--- src/rtl/seq_shift_unit_pkg.sv ---
// -----------------------------------------------------------------------------
// alu_shift_pkg
//   Shared definitions for the multi-cycle shift/rotate engine:
//   - shift_sel op codes (same encoding as the single-step ALU shifter)
//   - FSM state encoding for seq_shift_unit
// -----------------------------------------------------------------------------
package alu_shift_pkg;

  localparam logic [1:0] SEL_SHR = 2'b00;
  localparam logic [1:0] SEL_SHL = 2'b01;
  localparam logic [1:0] SEL_ROR = 2'b10;
  localparam logic [1:0] SEL_ROL = 2'b11;

  typedef enum logic [1:0] {
    ST_IDLE  = 2'd0,
    ST_SHIFT = 2'd1,
    ST_DONE  = 2'd2
  } state_t;

endpackage : alu_shift_pkg

--- src/rtl/seq_shift_unit_if.sv ---
// -----------------------------------------------------------------------------
// seq_shift_unit_if
//   Request/response bundle of the shift/rotate engine.
//   Request side : in_valid, in_ready, A, shift_sel, shift_amt
//   Response side: out_valid, out_ready, result
//   Status       : busy
//   modport master : the ALU sequencer (drives requests, consumes results)
//   modport slave  : the shift engine
// -----------------------------------------------------------------------------
interface seq_shift_unit_if #(
  parameter int WIDTH = 8
);
  localparam int AMT_W = $clog2(WIDTH);

  logic             in_valid;
  logic             in_ready;
  logic [WIDTH-1:0] A;
  logic [1:0]       shift_sel;
  logic [AMT_W-1:0] shift_amt;
  logic             out_valid;
  logic             out_ready;
  logic [WIDTH-1:0] result;
  logic             busy;

  modport master (
    output in_valid, A, shift_sel, shift_amt, out_ready,
    input  in_ready, out_valid, result, busy
  );

  modport slave (
    input  in_valid, A, shift_sel, shift_amt, out_ready,
    output in_ready, out_valid, result, busy
  );

endinterface : seq_shift_unit_if

--- src/rtl/seq_shift_unit_shift_step.sv ---
// -----------------------------------------------------------------------------
// shift_step
//   Combinational one-position shift/rotate.
//   d   in  WIDTH  operand
//   sel in  2      SHR / SHL / ROR / ROL (alu_shift_pkg encoding)
//   q   out WIDTH  d moved by one bit position; shifts zero-fill
// -----------------------------------------------------------------------------
module shift_step
  import alu_shift_pkg::*;
#(
  parameter int WIDTH = 8
) (
  input  logic [WIDTH-1:0] d,
  input  logic [1:0]       sel,
  output logic [WIDTH-1:0] q
);

  always_comb begin
    q = d;
    case (sel)
      SEL_SHR: q = {1'b0, d[WIDTH-1:1]};
      SEL_SHL: q = {d[WIDTH-2:0], 1'b0};
      SEL_ROR: q = {d[0], d[WIDTH-1:1]};
      SEL_ROL: q = {d[WIDTH-2:0], d[WIDTH-1]};
      default: q = d;
    endcase
  end

endmodule : shift_step

--- src/rtl/seq_shift_unit.sv ---
// -----------------------------------------------------------------------------
// seq_shift_unit
//   Multi-cycle shift/rotate engine: moves the operand one bit position per
//   clock, for 0..WIDTH-1 positions, behind valid/ready handshakes.
//   clk    in  rising-edge clock
//   rst_n  in  asynchronous reset, active low
//   bus    slave modport of seq_shift_unit_if:
//            in_valid/in_ready/A/shift_sel/shift_amt  request
//            out_valid/out_ready/result               response
//            busy                                     high in SHIFT or DONE
//   A result is available shift_amt+1 cycles after accept and is held
//   until the consumer takes it; only one op is in flight at a time.
// -----------------------------------------------------------------------------
module seq_shift_unit
  import alu_shift_pkg::*;
#(
  parameter int WIDTH = 8
) (
  input  logic              clk,
  input  logic              rst_n,
  seq_shift_unit_if.slave   bus
);

  localparam int AMT_W = $clog2(WIDTH);

  state_t           state_q, state_nxt;
  logic [WIDTH-1:0] data_q;
  logic [AMT_W-1:0] cnt_q;
  logic [1:0]       op_q;
  logic [WIDTH-1:0] step_q;
  logic             accept;
  logic             out_fire;

  assign accept   = bus.in_valid  && (state_q == ST_IDLE);
  assign out_fire = bus.out_ready && (state_q == ST_DONE);

  shift_step #(
    .WIDTH (WIDTH)
  ) u_step (
    .d   (data_q),
    .sel (op_q),
    .q   (step_q)
  );

  // State register
  always_ff @(posedge clk or negedge rst_n) begin
    if (!rst_n) state_q <= ST_IDLE;
    else        state_q <= state_nxt;
  end

  // Next-state logic; cnt_q==1 means this edge performs the final step.
  always_comb begin
    state_nxt = state_q;
    case (state_q)
      ST_IDLE: begin
        if (accept) state_nxt = (bus.shift_amt != '0) ? ST_SHIFT : ST_DONE;
      end
      ST_SHIFT: begin
        if (cnt_q == AMT_W'(1)) state_nxt = ST_DONE;
      end
      ST_DONE: begin
        if (out_fire) state_nxt = ST_IDLE;
      end
      default: state_nxt = ST_IDLE;
    endcase
  end

  // Operand capture and per-cycle step. Data is reset too so that an
  // aborted op never leaks a partial result onto the output.
  always_ff @(posedge clk or negedge rst_n) begin
    if (!rst_n) begin
      data_q <= '0;
      cnt_q  <= '0;
      op_q   <= '0;
    end else if (accept) begin
      data_q <= bus.A;
      cnt_q  <= bus.shift_amt;
      op_q   <= bus.shift_sel;
    end else if (state_q == ST_SHIFT) begin
      data_q <= step_q;
      cnt_q  <= cnt_q - AMT_W'(1);
    end
  end

  assign bus.in_ready  = (state_q == ST_IDLE);
  assign bus.out_valid = (state_q == ST_DONE);
  assign bus.busy      = (state_q == ST_SHIFT) || (state_q == ST_DONE);
  assign bus.result    = data_q;

endmodule : seq_shift_unit

--- src/flat_wrapper.sv ---
// flat-port wrapper written by rule: the top's interface ports become plain ports
module seq_shift_unit_flat import alu_shift_pkg::*;
#(
  parameter int WIDTH = 8
)
  (clk, rst_n, bus_in_valid, bus_A, bus_shift_sel, bus_shift_amt, bus_out_ready, bus_in_ready, bus_out_valid, bus_result, bus_busy);
  seq_shift_unit_if #(.WIDTH(WIDTH)) bus_i ();
  input  logic clk;
  input  logic rst_n;
  input wire logic [$bits(bus_i.in_valid)-1:0] bus_in_valid;
  input wire logic [$bits(bus_i.A)-1:0] bus_A;
  input wire logic [$bits(bus_i.shift_sel)-1:0] bus_shift_sel;
  input wire logic [$bits(bus_i.shift_amt)-1:0] bus_shift_amt;
  input wire logic [$bits(bus_i.out_ready)-1:0] bus_out_ready;
  output wire logic [$bits(bus_i.in_ready)-1:0] bus_in_ready;
  output wire logic [$bits(bus_i.out_valid)-1:0] bus_out_valid;
  output wire logic [$bits(bus_i.result)-1:0] bus_result;
  output wire logic [$bits(bus_i.busy)-1:0] bus_busy;
  assign bus_i.in_valid = bus_in_valid;
  assign bus_i.A = bus_A;
  assign bus_i.shift_sel = bus_shift_sel;
  assign bus_i.shift_amt = bus_shift_amt;
  assign bus_i.out_ready = bus_out_ready;
  assign bus_in_ready = bus_i.in_ready;
  assign bus_out_valid = bus_i.out_valid;
  assign bus_result = bus_i.result;
  assign bus_busy = bus_i.busy;
  seq_shift_unit #(.WIDTH(WIDTH)) u_core (.clk(clk), .rst_n(rst_n), .bus(bus_i));
endmodule
--- config.mk ---
export PLATFORM = sky130hd
export DESIGN_NAME = seq_shift_unit_flat
export DESIGN_NICKNAME = d
export VERILOG_FILES = /design/src/rtl/seq_shift_unit_pkg.sv /design/src/rtl/seq_shift_unit_if.sv /design/src/rtl/seq_shift_unit_shift_step.sv /design/src/rtl/seq_shift_unit.sv /design/src/flat_wrapper.sv
export SDC_FILE = /design/constraint.sdc
export NUM_CORES = 1
export LEC_CHECK = 0
export BUFFER_PORTS_ARGS = -buffer_cell sky130_fd_sc_hd__buf_2
export CAP_MARGIN = 10
export CORE_MARGIN = 2
export CORE_UTILIZATION = 49
export DETAILED_ROUTE_END_ITERATION = 6
export PLACE_DENSITY = 0.77
export RECOVER_POWER = 100
export SYNTH_ARGS = -nofsm -noshare
export SYNTH_HDL_FRONTEND = slang
export SYNTH_SLANG_ARGS = --single-unit
--- constraint.sdc ---
create_clock -name clk -period 1.7 [get_ports clk]
set_clock_uncertainty 0.1 [all_clocks]
set_input_delay 0.255 -clock clk [delete_from_list [all_inputs] [get_ports clk]]
set_output_delay 0.255 -clock clk [all_outputs]
set_load 0.02 [all_outputs]
Word level (Yosys, flattened, before mapping)
Cells that the tools add are included.
W data, S select, Z words.
{"block": "word_totals", "word_cells": 32, "reg_bits": 15, "out_inout_bits": 11, "input_bits": 17}
{"block": "classes", "mux": 10, "n_reduce_logical": 8, "eq_ne": 9, "addsub": 1}
{"cell": "$pmux W8 S4", "n": 1}
{"cell": "$mux W8", "n": 2}
{"cell": "$mux W2", "n": 4}
{"cell": "$eq A2 B2 Y1 const B", "n": 3}
{"cell": "$mux W3", "n": 2}
{"cell": "$ne A2 B1 Y1 const B", "n": 3}
{"cell": "$pmux W2 S3", "n": 1}
{"cell": "$eq A2 B1 Y1 const B", "n": 2}
{"cell": "$logic_not A2 Y1", "n": 2}
{"cell": "$eq A3 B1 Y1 const B", "n": 1}
{"cell": "$reduce_and A3 Y1", "n": 1}
{"cell": "$reduce_bool A3 Y1", "n": 1}
{"cell": "$sub A3 B1 Y3 const B", "n": 1}
{"cell": "$logic_and A1 B1 Y1", "n": 2}
{"cell": "$reduce_bool A2 Y1", "n": 1}
{"cell": "$logic_or A1 B1 Y1", "n": 1}

Longest topological paths before layout
Gate-level depths: netlist of the first run.
{"block": "depth", "depth_word": 4, "depth_mapped": 7, "mapped_depth_nobuf": 5}

Modules after synthesis
From an unflattened synthesis of the first run, not the netlist that was laid out.
{"block": "hier_totals", "hier_cells": 88, "area_unflattened_um2": 917.1}
{"mod": "seq_shift_unit", "cells_each": 75, "n_inst": 1, "seq_area_each_um2": 375.4, "area_each_um2": 789.5}
{"mod": "shift_step", "cells_each": 13, "n_inst": 1, "seq_area_each_um2": 0.0, "area_each_um2": 127.6}

Worst setup path before layout of the first run
Ideal clock, no wire load.
{"block": "synth_timing", "kind": "register to register", "startpoint": "reg u_core.state_q[0]", "endpoint": "reg u_core.data_q[7], in the netlist u_core.bus.result[7]", "required_ns": 1.479, "synth_period_minus_slack_ns": 1.635, "arrival_time_ns": 1.414, "slack_ns": 0.065, "path_buffers": 2, "setup_ns": 0.121, "path_stages_with_launch": 8, "path_cell_list": "dfrtp_1 > inv_1 > ha_1 > and2_1 > buf_4 > buf_6 > nor2_1 > a22o_1"}
{"block": "synth_via", "elab_chain_cells": 3, "word_cells_on_any_way": 5, "classes_between": "1 x eq/ne; 1 x mux; 3 x reduce/logical"}
{"item": "start, declared", "line_no": "seq_shift_unit.sv:26", "source": "state_t state_q, state_nxt;"}
{"item": "start signal, assigned", "line_no": "seq_shift_unit.sv:48", "source": "else state_q <= state_nxt;"}
{"item": "$logic_not A2 Y1 (*)"}
{"item": "named net bus_in_ready", "line_no": "flat_wrapper.sv:15", "source": "output wire logic [$bits(bus_i.in_ready)-1:0] bus_in_ready;"}
{"item": "$logic_and A1 B1 Y1 (*)", "line_no": "seq_shift_unit.sv:34", "source": "assign accept = bus.in_valid && (state_q == ST_IDLE);"}
{"item": "$mux W8 or $reduce_bool A2 Y1 (tied branches)"}
{"item": "end signal, assigned", "line_no": "seq_shift_unit.sv:76", "source": "data_q <= bus.A;"}
{"item": "end signal, assigned", "line_no": "seq_shift_unit.sv:80", "source": "data_q <= step_q;"}
{"item": "end, declared", "line_no": "seq_shift_unit.sv:27", "source": "logic [WIDTH-1:0] data_q;"}
The timed path passes the listed nets; every way through them passes the cells marked *.
A chain may end at the register's enable or synchronous reset.

Worst setup path after layout of the first run
{"block": "layout_timing", "startpoint": "reg u_core.state_q[0]", "endpoint": "reg u_core.state_q[0]"}
{"block": "layout_via", "elab_chain_cells": 4, "word_cells_on_any_way": 10, "classes_between": "5 x eq/ne; 1 x mux; 4 x reduce/logical"}
{"item": "$eq A2 B2 Y1 or $logic_not A2 Y1 (tied branches)", "line_no": "seq_shift_unit.sv:35, seq_shift_unit.sv:54, seq_shift_unit.sv:34"}
{"item": "$logic_and A1 B1 Y1, on equally long branches", "line_no": "seq_shift_unit.sv:35, seq_shift_unit.sv:34"}
{"item": "$ne A2 B1 Y1 (no source line)"}
{"item": "$reduce_and A3 Y1 (no source line)"}
Several ways; a longest one is shown, not always the timed one.

==> impl_results.html, run 1 <==
<table>
<tr><th>Metric</th><th>Value</th></tr>
<tr><th colspan="2">Finish</th></tr>
<tr><td>Nets</td><td>142</td></tr>
<tr><td># diodes</td><td>0</td></tr>
<tr><td>Fill count</td><td>157</td></tr>
<tr><td>Top library cells by usage in the layout, fill and taps aside</td><td>sky130_fd_sc_hd__buf_2, sky130_fd_sc_hd__dfrtp_1, sky130_fd_sc_hd__clkbuf_1</td></tr>
<tr><td>Utilization of the core after routing</td><td>0.632</td></tr>
<tr><td>Layout overhead on the synthesized area</td><td>21.2%</td></tr>
<tr><td>Fraction of layout instances using a drive strength above 1</td><td>0.269</td></tr>
<tr><th colspan="2">Clock network</th></tr>
<tr><td>Number of buffers added for setup after CTS</td><td>0</td></tr>
<tr><td>Clock tree from TritonCTS</td><td>yes</td></tr>
<tr><td>Worst-Skew Late Latency</td><td>between 0.2 and 0.3 ns</td></tr>
<tr><td>Clock root cell</td><td>sky130_fd_sc_hd__clkbuf_4</td></tr>
<tr><td>Clk sinks</td><td>15</td></tr>
<tr><td>CTS max path bufs</td><td>2</td></tr>
<tr><td>Clock edge transition at the registers on the reported setup and hold paths</td><td>0.09 ns</td></tr>
<tr><td>Total clock buffers created by CTS</td><td>3</td></tr>
<tr><td>H-tree levels</td><td>1</td></tr>
<tr><th colspan="2">Die</th></tr>
<tr><td>Initial Utilization</td><td>0.521</td></tr>
<tr><td>Top Ports</td><td>28</td></tr>
<tr><td>Width of the die</td><td>between 40 and 50 um</td></tr>
<tr><td>Vertical die dimension</td><td>46.6 um</td></tr>
<tr><td>Total die area</td><td>2170 sq um</td></tr>
<tr><td>Number of cell rows</td><td>15</td></tr>
<tr><td>Area of the core</td><td>1710 sq um</td></tr>
<tr><th colspan="2">Min path</th></tr>
<tr><td>Startpoint of the most critical hold path</td><td>bus_A[3]</td></tr>
<tr><td>Instance count along the most critical hold path</td><td>2</td></tr>
<tr><td>End of the worst hold path</td><td>u_core.bus.result[3]</td></tr>
<tr><td>Type of the worst min-delay path</td><td>in -&gt; reg</td></tr>
<tr><th colspan="2">Critical path</th></tr>
<tr><td>Critical Path Slowest Stage Cell</td><td>sky130_fd_sc_hd__a222oi_1</td></tr>
<tr><td>Maximum fanout encountered on the critical timing path</td><td>6</td></tr>
<tr><td>Critical Path RT</td><td>1.80 ns</td></tr>
<tr><td>Series of cell instances along the critical path</td><td>inv_1, ha_2, a222oi_1, mux2i_1</td></tr>
<tr><td>Element type at the critical path end</td><td>register</td></tr>
<tr><td>R2R Path Start</td><td>u_core.state_q[0]</td></tr>
<tr><td>Arr. time, crit path</td><td>1.68 ns</td></tr>
<tr><td>Worst-case register-to-register setup slack</td><td>0.12 ns</td></tr>
<tr><td>RR Endpoint</td><td>u_core.state_q[0]</td></tr>
<tr><td>Crit Path Class</td><td>reg -&gt; reg</td></tr>
<tr><td>Slowest stage delay, CP</td><td>roughly 0.45 ns</td></tr>
<tr><td>Critical path launch point type</td><td>register</td></tr>
<tr><td>Depth of the worst register-to-register path</td><td>4</td></tr>
<tr><th colspan="2">STA</th></tr>
<tr><td>Post-Route Setup TNS</td><td>0 ns</td></tr>
<tr><td>Setup-failing EPs final</td><td>0</td></tr>
<tr><td>Share of the clock period used by the worst path after layout</td><td>0.931</td></tr>
<tr><td>Unrepaired setup endpoints after global routing</td><td>false</td></tr>
<tr><td>Final number of hold-violating endpoints</td><td>0</td></tr>
<tr><td>Pin slew with the least headroom to its limit</td><td>0.839 ns</td></tr>
<tr><td>Fmax</td><td>~0.63 GHz</td></tr>
<tr><td>Final critical-path required period</td><td>1.58 ns</td></tr>
<tr><td>Slew Limit Fails</td><td>0</td></tr>
<tr><td>Rel. slew slack</td><td>0.441</td></tr>
<tr><th colspan="2">Placement</th></tr>
<tr><td>Global placement routability congestion</td><td>0.835</td></tr>
<tr><td>Count of buffers from port buffering</td><td>27</td></tr>
<tr><td>Detailed placer's ending HPWL</td><td>about 1400 um</td></tr>
<tr><th colspan="2">Logic synthesis</th></tr>
<tr><td>Flops &amp; latches, synth</td><td>15</td></tr>
<tr><td>Summed instance area of the synthesized netlist</td><td>890 sq um</td></tr>
<tr><td>Number of enable flip-flop cells after synthesis</td><td>0</td></tr>
<tr><td>Flip-flop cell with the highest count after synthesis</td><td>sky130_fd_sc_hd__dfrtp_1</td></tr>
<tr><td>Syn Area/Cell</td><td>just over 10 sq um</td></tr>
<tr><td>Number of nets produced by synthesis</td><td>110</td></tr>
<tr><td>Synth warn</td><td>0</td></tr>
<tr><td>Sequential element share of the synthesized area</td><td>0.422</td></tr>
<tr><td>Synth async-reset ratio</td><td>1.00</td></tr>
<tr><td>Number of distinct library cells after synthesis</td><td>25</td></tr>
<tr><td>Synthesized instance count</td><td>88</td></tr>
<tr><th colspan="2">Pwr</th></tr>
<tr><td>Static Leakage</td><td>0.539 nW</td></tr>
<tr><td>Maximum VDD drop</td><td>0.00110 V</td></tr>
<tr><td>Total power per unit cell area</td><td>2090 nW/um^2</td></tr>
<tr><th colspan="2">Global route</th></tr>
<tr><td>Number of antenna violations at the first check in global routing</td><td>0</td></tr>
<tr><td>Maximum number of pins on one net before global-route repair</td><td>16</td></tr>
<tr><td>First-pass GRT wire length</td><td>2870 um</td></tr>
<tr><td>Global Route Usage Sum</td><td>0.190</td></tr>
<tr><td>Remaining global-route overflow</td><td>0</td></tr>
<tr><td>Number of global-route vias before repair</td><td>649</td></tr>
<tr><th colspan="2">Drt</th></tr>
<tr><td>Total number of vias</td><td>745</td></tr>
<tr><td>Per-cell via count in the routed design</td><td>5.17</td></tr>
<tr><td>Routed Wire Length</td><td>between 1500 and 2000 um</td></tr>
<tr><td>Number of remaining DRC errors</td><td>0</td></tr>
<tr><td>Wire per inst</td><td>approximately 13 um</td></tr>
<tr><td>Drt first pass iters</td><td>4</td></tr>
<tr><td>Residual antenna-violating net count after detailed routing</td><td>0</td></tr>
<tr><td>Iter 0 DRT Violations</td><td>17</td></tr>
<tr><th colspan="2">Run</th></tr>
<tr><td>Max-capacitance violation count</td><td>0</td></tr>
<tr><th colspan="2">Outcome</th></tr>
<tr><td>Outcome</td><td>finished, final reports clean</td></tr>
</table>
[worst max path at each step]
stage,startpoint,to,slack [ns],cells after the start
2_1_floorplan,u_core.state_q[0],u_core.bus.result[7],0.06,7
3_5_place_dp,u_core.state_q[0],u_core.bus.result[7],0.05,6
6_report,u_core.state_q[0],u_core.state_q[0],0.12,4
3_3_place_gp,u_core.state_q[0],u_core.bus.result[7],0.15,6
4_1_cts,u_core.state_q[0],u_core.bus.result[7],0.04,6
5_1_grt,u_core.state_q[0],u_core.state_q[0],0.02,4
[flip-flops by register name (all words and copies together) (netlist names)]
| register | count |
|---|---|
| u_core.bus.result | 8 |
| u_core.cnt_q | 3 |
| u_core.op_q | 2 |
| u_core.state_q | 2 |
[layer usage]
| layer | up-vias | global-route usage | wire length [um] |
|---|---|---|---|
| li1 | 370 | - | - |
| met1 | 348 | 0.263 | 852 |
| met2 | 23 | 0.300 | 841 |
| met3 | 4 | 0.0275 | 97 |
| met4 | 0 | 0.0667 | 29 |
| met5 | - | 0 | 0 |
[cell type report]
type                       count  area (sq um)  area share
clock buffer                   4          26.3      0.0244
inverter                       6          22.5      0.0209
multi-input combinational     61           452       0.419
sequential                    15           375       0.348
tap                           25          31.3      0.0290
timing repair buffer          33           171       0.159
[timing repair]
item                                    4_1_cts  5_1_grt
hold buffers                                  1        0
gates resized for setup                       0        4
endpoints found under the hold margin        15        0
endpoints found under the setup margin        0        9
[logic make-up after synthesis]
family | Yosys count | share of synthesized area
mux | 10 | 0.117
simple gates | 22 | 0.107
compound gates | 22 | 0.186
xor+xnor | 2 | 0.0197
fa+ha+maj | 5 | 0.0703
buf+inv | 12 | 0.0788
flops | 15 | 0.422
[synth_stat cells (2+ instances only)]
cell                       count  area (sq um)
sky130_fd_sc_hd__a211oi_1      6          45.0
sky130_fd_sc_hd__a21o_1        7          52.6
sky130_fd_sc_hd__buf_2         2          10.0
sky130_fd_sc_hd__buf_4         2          15.0
sky130_fd_sc_hd__buf_6         2          22.5
sky130_fd_sc_hd__dfrtp_1      15           375
sky130_fd_sc_hd__ha_1          5          62.6
sky130_fd_sc_hd__inv_1         6          22.5
sky130_fd_sc_hd__mux2_2        3          33.8
sky130_fd_sc_hd__mux2i_1       7          70.1
sky130_fd_sc_hd__nand2_1       7          26.3
sky130_fd_sc_hd__nand2b_1      3          18.8
sky130_fd_sc_hd__nor2_1        9          33.8
sky130_fd_sc_hd__o21ai_0       3          15.0
[worst max-delay path: cells and delay by family, from the launching register on]
| kind | cells | cell delay [ns] |
|---|---|---|
| compound gates | 1 | 0.45 |
| buf+inv | 1 | 0.08 |
| flops | 1 | 0.37 |
| fa+ha+maj | 1 | 0.23 |
| mux | 1 | 0.27 |
[per-stage QoR]
step / std cells / worst slack (ns) / power (W) / hold WS (ns) / instance area, sq um
after floorplan: 88 / 0.0647 / 0.00175 / -0.141 / 890
after global placement: 139 / 0.150 / 0.00201 / 0.0799 / 1050
after detailed placement: 139 / 0.0491 / 0.00205 / 0.0836 / 1050
after CTS: 144 / 0.0364 / 0.00227 / 0.0681 / 1080
after global routing: 144 / 0.0181 / 0.00246 / 0.0614 / 1080
final: 144 / 0.118 / 0.00225 / 0.0623 / 1080
[report_power, final]
part | internal (W) | switching, W | total (W)
combinational | 0.000602 | 0.000694 | 0.00130
sequential | 0.000548 | 0.000207 | 0.000755
clock | 0.0000911 | 0.000112 | 0.000203
total | 0.00124 | 0.00101 | 0.00225
(Power assumes the default switching activity.)
==> run 2, diff against run 1 <==
--- a/config.mk
+++ b/config.mk
@@ -12,5 +12,4 @@
 export DETAILED_ROUTE_END_ITERATION = 6
 export PLACE_DENSITY = 0.77
-export RECOVER_POWER = 100
 export SYNTH_ARGS = -nofsm -noshare
 export SYNTH_HDL_FRONTEND = slang
==> constraint.sdc (replaced) <==
create_clock -name clk -period 1.7 [get_ports clk]
set_clock_uncertainty 0.1 [all_clocks]
set_input_delay 0.51 -clock clk [delete_from_list [all_inputs] [get_ports clk]]
set_output_delay 0.51 -clock clk [all_outputs]
set_load 0.02 [all_outputs]
==> run 2 against run 1 <==
The flow now finishes with violations (negative setup slack). Sequential power is 0.5% lower. Cell count did not move. Wire length grew 1.2%. Flip-flop and latch count unchanged. Core utilization rose by 2.6 points. Via count rose by 2.3%. Non-clock buffer count unchanged. Clock-buffer cell count unchanged. Sequential share of layout area down 1.4 points. Register-to-register slack lost 0.03 ns.
==> impl_results.html, run 2 (same netlist as run 1, synthesis figures left out) <==
<table>
<tr><th>Metric</th><th>Value</th></tr>
<tr><th colspan="2">STA</th></tr>
<tr><td>Fmax</td><td>0.573 GHz (-9.4%)</td></tr>
<tr><td>Share of the clock period used by the worst path after layout</td><td>1.03 (+0.0965)</td></tr>
<tr><td>Setup ws final</td><td>-0.0463 ns (-0.164 ns)</td></tr>
<tr><td>Slew Limit Fails</td><td>0 (unchanged)</td></tr>
<tr><td>Rel. slew slack</td><td>0.668 (+0.228)</td></tr>
<tr><td>Unrepaired setup endpoints after global routing</td><td>true</td></tr>
<tr><td>Final critical-path required period</td><td>1.75 ns (+0.164 ns)</td></tr>
<tr><td>Final number of hold-violating endpoints</td><td>0 (unchanged)</td></tr>
<tr><td>Pin slew with the least headroom to its limit</td><td>0.498 ns (-0.341 ns)</td></tr>
<tr><td>Setup-failing EPs final</td><td>2 (+2)</td></tr>
<tr><th colspan="2">Run</th></tr>
<tr><td>Max-capacitance violation count</td><td>0 (unchanged)</td></tr>
<tr><th colspan="2">Finish</th></tr>
<tr><td>Nets</td><td>142 (unchanged)</td></tr>
<tr><td>Most frequent standard cell in the layout excluding fill and tap cells</td><td>sky130_fd_sc_hd__buf_2</td></tr>
<tr><td># diodes</td><td>0 (unchanged)</td></tr>
<tr><td>Utilization of the core after routing</td><td>0.657 (+0.0256)</td></tr>
<tr><td>Flip-flop count of the largest register after layout</td><td>8 (unchanged)</td></tr>
<tr><td>Layout overhead on the synthesized area</td><td>26.2%</td></tr>
<tr><td>Top library cells by usage in the layout, fill and taps aside</td><td>sky130_fd_sc_hd__buf_2, sky130_fd_sc_hd__dfrtp_1, sky130_fd_sc_hd__nor2_1</td></tr>
<tr><td>Fraction of layout instances using a drive strength above 1</td><td>0.361 (+0.0924)</td></tr>
<tr><th colspan="2">Die</th></tr>
<tr><td>Number of cell rows</td><td>15 (unchanged)</td></tr>
<tr><td>Initial Utilization</td><td>0.521 (unchanged)</td></tr>
<tr><td>Total die area</td><td>2170 sq um (unchanged)</td></tr>
<tr><td>Area of the core</td><td>1710 sq um (unchanged)</td></tr>
<tr><td>Vertical die dimension</td><td>46.6 um (unchanged)</td></tr>
<tr><td>Width of the die</td><td>46.6 um (unchanged)</td></tr>
<tr><td>Top Ports</td><td>28 (unchanged)</td></tr>
<tr><th colspan="2">Placement</th></tr>
<tr><td>Global placement routability congestion</td><td>0.822 (-1.6%)</td></tr>
<tr><td>Post-placement setup slack</td><td>0.0649 ns (+0.0159 ns)</td></tr>
<tr><td>Count of buffers from port buffering</td><td>27 (unchanged)</td></tr>
<tr><td>Detailed placer's ending HPWL</td><td>1390 um (+0.41%)</td></tr>
<tr><th colspan="2">Pwr</th></tr>
<tr><td>Static Leakage</td><td>0.572 nW (+6.0%)</td></tr>
<tr><td>Part of the power in combinational logic</td><td>0.605 (+0.030)</td></tr>
<tr><td>Internal power contribution</td><td>0.00137 W (+11%)</td></tr>
<tr><td>Switching power summed over all nets</td><td>0.00104 W (+2.4%)</td></tr>
<tr><td>Maximum VDD drop</td><td>0.000962 V (-13%)</td></tr>
<tr><td>Share of total power in sequential cells</td><td>0.312 (-0.023)</td></tr>
<tr><td>Part of the total power dissipated in the clock network</td><td>0.084 (-0.006)</td></tr>
<tr><td>Net Sw Frac</td><td>0.431 (-0.0189)</td></tr>
<tr><td>Total power per unit cell area</td><td>2150 nW/um^2 (+2.7%)</td></tr>
<tr><th colspan="2">Global route</th></tr>
<tr><td>Number of global-route vias before repair</td><td>711 (+9.6%)</td></tr>
<tr><td>Maximum number of pins on one net before global-route repair</td><td>16 (unchanged)</td></tr>
<tr><td>Remaining global-route overflow</td><td>0 (unchanged)</td></tr>
<tr><td>First-pass GRT wire length</td><td>3120 um (+8.6%)</td></tr>
<tr><td>Global Route Usage Sum</td><td>0.209 (+0.0193)</td></tr>
<tr><td>Number of antenna violations at the first check in global routing</td><td>0 (unchanged)</td></tr>
<tr><th colspan="2">Clock network</th></tr>
<tr><td>CTS max path bufs</td><td>2 (unchanged)</td></tr>
<tr><td>Clock edge transition at the registers on the reported setup and hold paths</td><td>0.09 ns (about the same)</td></tr>
<tr><td>Clk sinks</td><td>15 (unchanged)</td></tr>
<tr><td>Worst-Skew Late Latency</td><td>0.28 ns (about the same)</td></tr>
<tr><td>Clock tree from TritonCTS</td><td>yes</td></tr>
<tr><td>Total clock buffers created by CTS</td><td>3 (unchanged)</td></tr>
<tr><td>H-tree levels</td><td>1 (unchanged)</td></tr>
<tr><td>Clock root cell</td><td>sky130_fd_sc_hd__clkbuf_4</td></tr>
<tr><th colspan="2">Drt</th></tr>
<tr><td>Number of remaining DRC errors</td><td>0 (unchanged)</td></tr>
<tr><td>Per-cell via count in the routed design</td><td>5.29 (+2.3%)</td></tr>
<tr><td>Wire per inst</td><td>12.8 um (+1.2%)</td></tr>
<tr><td>Routed Wire Length</td><td>1840 um (+1.2%)</td></tr>
<tr><td>Residual antenna-violating net count after detailed routing</td><td>0 (unchanged)</td></tr>
<tr><td>Iter 0 DRT Violations</td><td>17 (unchanged)</td></tr>
<tr><td>Drt first pass iters</td><td>4 (unchanged)</td></tr>
<tr><td>Total number of vias</td><td>762 (+2.3%)</td></tr>
<tr><th colspan="2">Min path</th></tr>
<tr><td>Type of the worst min-delay path</td><td>in -&gt; async</td></tr>
<tr><th colspan="2">Critical path</th></tr>
<tr><td>Crit Path Class</td><td>reg -&gt; out</td></tr>
<tr><td>Arr. time, crit path</td><td>1.14 ns (-0.54 ns)</td></tr>
<tr><td>Critical Path RT</td><td>1.09 ns (-0.71 ns)</td></tr>
<tr><td>Element type at the critical path end</td><td>output port</td></tr>
<tr><td>Worst-case register-to-register setup slack</td><td>0.09 ns (-0.03 ns)</td></tr>
<tr><td>Maximum fanout encountered on the critical timing path</td><td>3 (-3)</td></tr>
<tr><td>Critical path launch point type</td><td>register</td></tr>
<tr><th colspan="2">Outcome</th></tr>
<tr><td>Outcome</td><td>finished, violations left</td></tr>
<tr><td>Failing checks</td><td>negative setup slack</td></tr>
</table>
-- run 2: final cells by class --
class	instances	area [sq um]
Timing Repair Buffer	33	208
Multi-Input combinational cell	61	459
Inverter	6	22.5
Fill cell	139	586
Clock buffer	4	26.3
Tap cell	25	31.3
Sequential cell	15	375
-- run 2: final timing paths --
check | start | to | cells past startpoint
setup / recovery | u_core.state_q[0] | bus_out_valid | 3
hold / removal | rst_n | u_core.bus.result[7] | 1
setup reg to reg | u_core.state_q[1] | u_core.bus.result[0] | 6
hold reg to reg | u_core.op_q[1] | u_core.op_q[1] | 1
max in group asynchronous | rst_n | u_core.bus.result[1] | 1
min in group clk | bus_A[4] | u_core.bus.result[4] | 2
-- run 2: power groups by stage --
| stage | Sequential (W) | Clock (W) | Combinational (W) |
|---|---|---|---|
| detailed placement | 0.000752 | 0 | 0.00132 |
| global placement | 0.000745 | 0 | 0.00127 |
| CTS | 0.000747 | 0.000211 | 0.00145 |
| floorplan | 0.000801 | 0 | 0.000947 |
| global route | 0.000784 | 0.000234 | 0.00161 |
| finish | 0.000751 | 0.000201 | 0.00146 |
-- run 2: metal layers --
layer / GRT usage / wire length [um] / vias to the layer above
met2: 0.317 / 917 / 16
met5: 0 / 0 / -
met3: 0.0588 / 79 / 4
li1: - / - / 371
met4: 0.117 / 23 / 0
met1: 0.266 / 824 / 371
-- run 2: metrics by stage --
| stage | TNS, ns | cell area, sq um | hold slack [ns] | std cells | total power (W) |
|---|---|---|---|---|---|
| after floorplan | 0 | 890 | 0.114 | 88 | 0.00175 |
| after detailed placement | 0 | 1050 | 0.340 | 138 | 0.00207 |
| final | -0.0832 | 1120 | 0.0244 | 144 | 0.00241 |
| after global placement | 0 | 1050 | 0.336 | 138 | 0.00202 |
| after CTS | -0.0769 | 1110 | 0.0277 | 143 | 0.00241 |
| after global routing | -0.254 | 1120 | 0.0285 | 144 | 0.00263 |
-- run 2: repair_timing --
item | in CTS | in global routing
hold buffers | 0 | 0
endpoints found under the setup margin | 3 | 5
buffers inserted | 1 | 1
gates resized for setup | 10 | 0
pin swaps | 0 | 1
-- run 2: critical path, cell delays in order, from the launching register on --
cell,delay [ns]
sky130_fd_sc_hd__dfrtp_1,0.40
sky130_fd_sc_hd__inv_2,0.10
sky130_fd_sc_hd__ha_2,0.21
sky130_fd_sc_hd__buf_4,0.14
==> run 3, diff against run 2 <==
--- a/config.mk
+++ b/config.mk
@@ -8,8 +8,10 @@
 export BUFFER_PORTS_ARGS = -buffer_cell sky130_fd_sc_hd__buf_2
 export CAP_MARGIN = 10
+export CORE_ASPECT_RATIO = 1.1
 export CORE_MARGIN = 2
 export CORE_UTILIZATION = 49
 export DETAILED_ROUTE_END_ITERATION = 6
 export PLACE_DENSITY = 0.77
+export SKIP_CTS_REPAIR_TIMING = 1
 export SYNTH_ARGS = -nofsm -noshare
 export SYNTH_HDL_FRONTEND = slang
==> constraint.sdc (replaced) <==
create_clock -name clk -period 1.7 [get_ports clk]
set_clock_uncertainty 0.1 [all_clocks]
set_input_delay 0.51 -clock clk [delete_from_list [all_inputs] [get_ports clk]]
set_output_delay 0.51 -clock clk [all_outputs]
set_load 0.1 [all_outputs]
==> run 3 against run 2 <==
The flow still finishes with violations (negative setup slack). Critical path depth did not move. Flip-flop and latch count did not move. Sequential share of layout area fell by 3.4 points. Setup slack got worse by 0.087 ns. Wire length rose by 12%. First-iteration DRC count rose by 41%. Non-clock buffer count fell by 2. Die area barely moved. Hold slack got worse by 0.020 ns. Clock-buffer cell count did not move. Critical endpoint is now bus_busy. Largest cell class unchanged.
==> impl_results.html, run 3 (same netlist as run 1, synthesis figures left out) <==
<table>
<tr><th>Metric</th><th>Value</th></tr>
<tr><th colspan="2">Clock network</th></tr>
<tr><td>H-tree levels</td><td>1 (unchanged)</td></tr>
<tr><td>Clock edge transition at the registers on the reported setup and hold paths</td><td>0.09 ns (about the same)</td></tr>
<tr><td>CTS max path bufs</td><td>2 (unchanged)</td></tr>
<tr><td>Worst-Skew Late Latency</td><td>0.29 ns (about the same)</td></tr>
<tr><td>Total clock buffers created by CTS</td><td>3 (unchanged)</td></tr>
<tr><td>Clock root cell</td><td>sky130_fd_sc_hd__clkbuf_4</td></tr>
<tr><td>Clk sinks</td><td>15 (unchanged)</td></tr>
<tr><td>Clock tree from TritonCTS</td><td>yes</td></tr>
<tr><th colspan="2">Finish</th></tr>
<tr><td>Utilization of the core after routing</td><td>0.718 (+0.0605)</td></tr>
<tr><td>Number of cells in the finished layout apart from fillers</td><td>135 (-6.3%)</td></tr>
<tr><td>Nets</td><td>140 (-1.4%)</td></tr>
<tr><td># diodes</td><td>0 (unchanged)</td></tr>
<tr><td>Top library cells by usage in the layout, fill and taps aside</td><td>sky130_fd_sc_hd__buf_2, sky130_fd_sc_hd__dfrtp_1, sky130_fd_sc_hd__buf_12</td></tr>
<tr><td>Layout overhead on the synthesized area</td><td>40.5%</td></tr>
<tr><td>Summed area of non-filler cells in the final layout</td><td>1250 sq um (+11%)</td></tr>
<tr><td>Most frequent standard cell in the layout excluding fill and tap cells</td><td>sky130_fd_sc_hd__buf_2</td></tr>
<tr><td>Fraction of layout instances using a drive strength above 1</td><td>0.350 (-0.0109)</td></tr>
<tr><td>Flip-flop count of the largest register after layout</td><td>8 (unchanged)</td></tr>
<tr><th colspan="2">Drt</th></tr>
<tr><td>Drt first pass iters</td><td>4 (unchanged)</td></tr>
<tr><td>Iter 0 DRT Violations</td><td>24 (+7)</td></tr>
<tr><td>Routed Wire Length</td><td>2060 um (+12%)</td></tr>
<tr><td>Number of remaining DRC errors</td><td>0 (unchanged)</td></tr>
<tr><td>Wire per inst</td><td>15.3 um (+19%)</td></tr>
<tr><td>Residual antenna-violating net count after detailed routing</td><td>0 (unchanged)</td></tr>
<tr><td>Total number of vias</td><td>759 (-0.39%)</td></tr>
<tr><td>Per-cell via count in the routed design</td><td>5.62 (+6.2%)</td></tr>
<tr><th colspan="2">Global route</th></tr>
<tr><td>Number of global-route vias before repair</td><td>720 (+1.3%)</td></tr>
<tr><td>Remaining global-route overflow</td><td>0 (unchanged)</td></tr>
<tr><td>Global Route Usage Sum</td><td>0.211 (+0.00197)</td></tr>
<tr><td>Number of antenna violations at the first check in global routing</td><td>0 (unchanged)</td></tr>
<tr><td>Maximum number of pins on one net before global-route repair</td><td>16 (unchanged)</td></tr>
<tr><td>First-pass GRT wire length</td><td>3300 um (+5.8%)</td></tr>
<tr><th colspan="2">STA</th></tr>
<tr><td>Fmax</td><td>0.545 GHz (-4.8%)</td></tr>
<tr><td>Unrepaired setup endpoints after global routing</td><td>true</td></tr>
<tr><td>Final number of hold-violating endpoints</td><td>0 (unchanged)</td></tr>
<tr><td>Pin slew with the least headroom to its limit</td><td>0.472 ns (-0.0254 ns)</td></tr>
<tr><td>Rel. slew slack</td><td>0.685 (+0.0169)</td></tr>
<tr><td>Share of the clock period used by the worst path after layout</td><td>1.08 (+0.0513)</td></tr>
<tr><td>Setup-failing EPs final</td><td>4 (+2)</td></tr>
<tr><td>Slew Limit Fails</td><td>0 (unchanged)</td></tr>
<tr><td>Setup ws final</td><td>-0.134 ns (-0.0873 ns)</td></tr>
<tr><td>Final critical-path required period</td><td>1.83 ns (+0.0873 ns)</td></tr>
<tr><th colspan="2">Placement</th></tr>
<tr><td>Count of buffers from port buffering</td><td>27 (unchanged)</td></tr>
<tr><td>Post-Place Cell Area</td><td>1210 sq um (+15%)</td></tr>
<tr><td>Detailed placer's ending HPWL</td><td>1510 um (+8.5%)</td></tr>
<tr><td>Post-placement setup slack</td><td>0.0785 ns (+0.0136 ns)</td></tr>
<tr><td>Global placement routability congestion</td><td>0.761 (-7.4%)</td></tr>
<tr><td>Total instance count after detailed placement</td><td>131 (-5.1%)</td></tr>
<tr><th colspan="2">Critical path</th></tr>
<tr><td>R2R Path Start</td><td>u_core.state_q[1]</td></tr>
<tr><td>Count of buffering cells on the critical path with inverters included</td><td>2 (unchanged)</td></tr>
<tr><td>RR Endpoint</td><td>u_core.bus.result[2]</td></tr>
<tr><td>Series of cell instances along the critical path</td><td>inv_2, ha_4, buf_12</td></tr>
<tr><td>Maximum fanout encountered on the critical timing path</td><td>3 (unchanged)</td></tr>
<tr><td>Depth of the worst register-to-register path</td><td>6 (unchanged)</td></tr>
<tr><td>Critical Path Slowest Stage Cell</td><td>sky130_fd_sc_hd__dfrtp_1</td></tr>
<tr><td>Critical Path RT</td><td>1.09 ns (about the same)</td></tr>
<tr><td>Critical path launch point type</td><td>register</td></tr>
<tr><td>Arr. time, crit path</td><td>1.22 ns (+0.08 ns)</td></tr>
<tr><td>Worst-case register-to-register setup slack</td><td>-0.01 ns (-0.10 ns)</td></tr>
<tr><td>Top delay family on crit path</td><td>flip-flops</td></tr>
<tr><td>Element type at the critical path end</td><td>output port</td></tr>
<tr><td>Slowest stage delay, CP</td><td>0.42 ns (+0.02 ns)</td></tr>
<tr><td>Crit Path Class</td><td>reg -&gt; out</td></tr>
<tr><th colspan="2">Die</th></tr>
<tr><td>Vertical die dimension</td><td>48.7 um (+4.5%)</td></tr>
<tr><td>Number of cell rows</td><td>16 (+1)</td></tr>
<tr><td>Initial Utilization</td><td>0.511 (-0.0101)</td></tr>
<tr><td>Area of the core</td><td>1740 sq um (+2.0%)</td></tr>
<tr><td>Total die area</td><td>2170 sq um (about the same)</td></tr>
<tr><td>Width of the die</td><td>44.6 um (-4.3%)</td></tr>
<tr><td>Top Ports</td><td>28 (unchanged)</td></tr>
<tr><th colspan="2">Min path</th></tr>
<tr><td>Type of the worst min-delay path</td><td>in -&gt; async</td></tr>
<tr><th colspan="2">Outcome</th></tr>
<tr><td>Outcome</td><td>finished, violations left</td></tr>
<tr><td>Failing checks</td><td>negative setup slack</td></tr>
<tr><th colspan="2">Run</th></tr>
<tr><td>Max-capacitance violation count</td><td>0 (unchanged)</td></tr>
</table>
run 3: cell types whose count changed in the layout (fill, tap and decap cells not counted), sizes merged:
cell  delta
buf      -2
run 3: final cells by class:
class,count,area (sq um)
Clock buffer,4,26.3
Fill cell,131,492
Timing Repair Buffer,31,334
Multi-Input combinational cell,61,469
Sequential cell,15,375
Inverter,6,22.5
Tap cell,18,22.5
run 3: worst reg2reg max path: stages (launching register included):
cell	delay, ns
sky130_fd_sc_hd__dfrtp_1	0.44
sky130_fd_sc_hd__inv_2	0.10
sky130_fd_sc_hd__ha_1	0.32
sky130_fd_sc_hd__buf_4	0.24
sky130_fd_sc_hd__nor2_1	0.06
sky130_fd_sc_hd__a211oi_1	0.28
sky130_fd_sc_hd__a21o_1	0.12
run 3: per-layer routing:
metal / vias to the layer above / part of all wire / track usage
met3: 5 / 0.060 / 0.0560
met4: 0 / 0.020 / 0.0909
met5: - / 0 / 0
met1: 360 / 0.41 / 0.249
li1: 369 / - / -
met2: 25 / 0.51 / 0.348
run 3: worst max-delay path by stage:
stage | endpoint | start | cells after the start | slack, ns
2_1_floorplan | u_core.bus.result[7] | u_core.state_q[0] | 7 | -0.01
3_3_place_gp | u_core.bus.result[7] | u_core.state_q[0] | 6 | 0.12
3_5_place_dp | u_core.bus.result[7] | u_core.state_q[0] | 6 | 0.08
4_1_cts | bus_out_valid | u_core.state_q[0] | 3 | -0.17
5_1_grt | bus_busy | u_core.state_q[1] | 3 | -0.18
6_report | bus_busy | u_core.state_q[1] | 3 | -0.13
run 3: per-stage QoR:
| step | setup TNS, ns | hold slack (ns) |
|---|---|---|
| 6_report | -0.290 | 0.00437 |
| 5_1_grt | -0.788 | 0.0193 |
| 4_1_cts | -0.411 | 0.0177 |
| 3_5_place_dp | 0 | 0.336 |
| 3_3_place_gp | 0 | 0.331 |
| 2_1_floorplan | -0.0122 | 0.114 |
Power of run 3 is left out: the tool's default activity adds up to more than one toggle a clock period on the data nets, which glitch-free logic cannot reach.
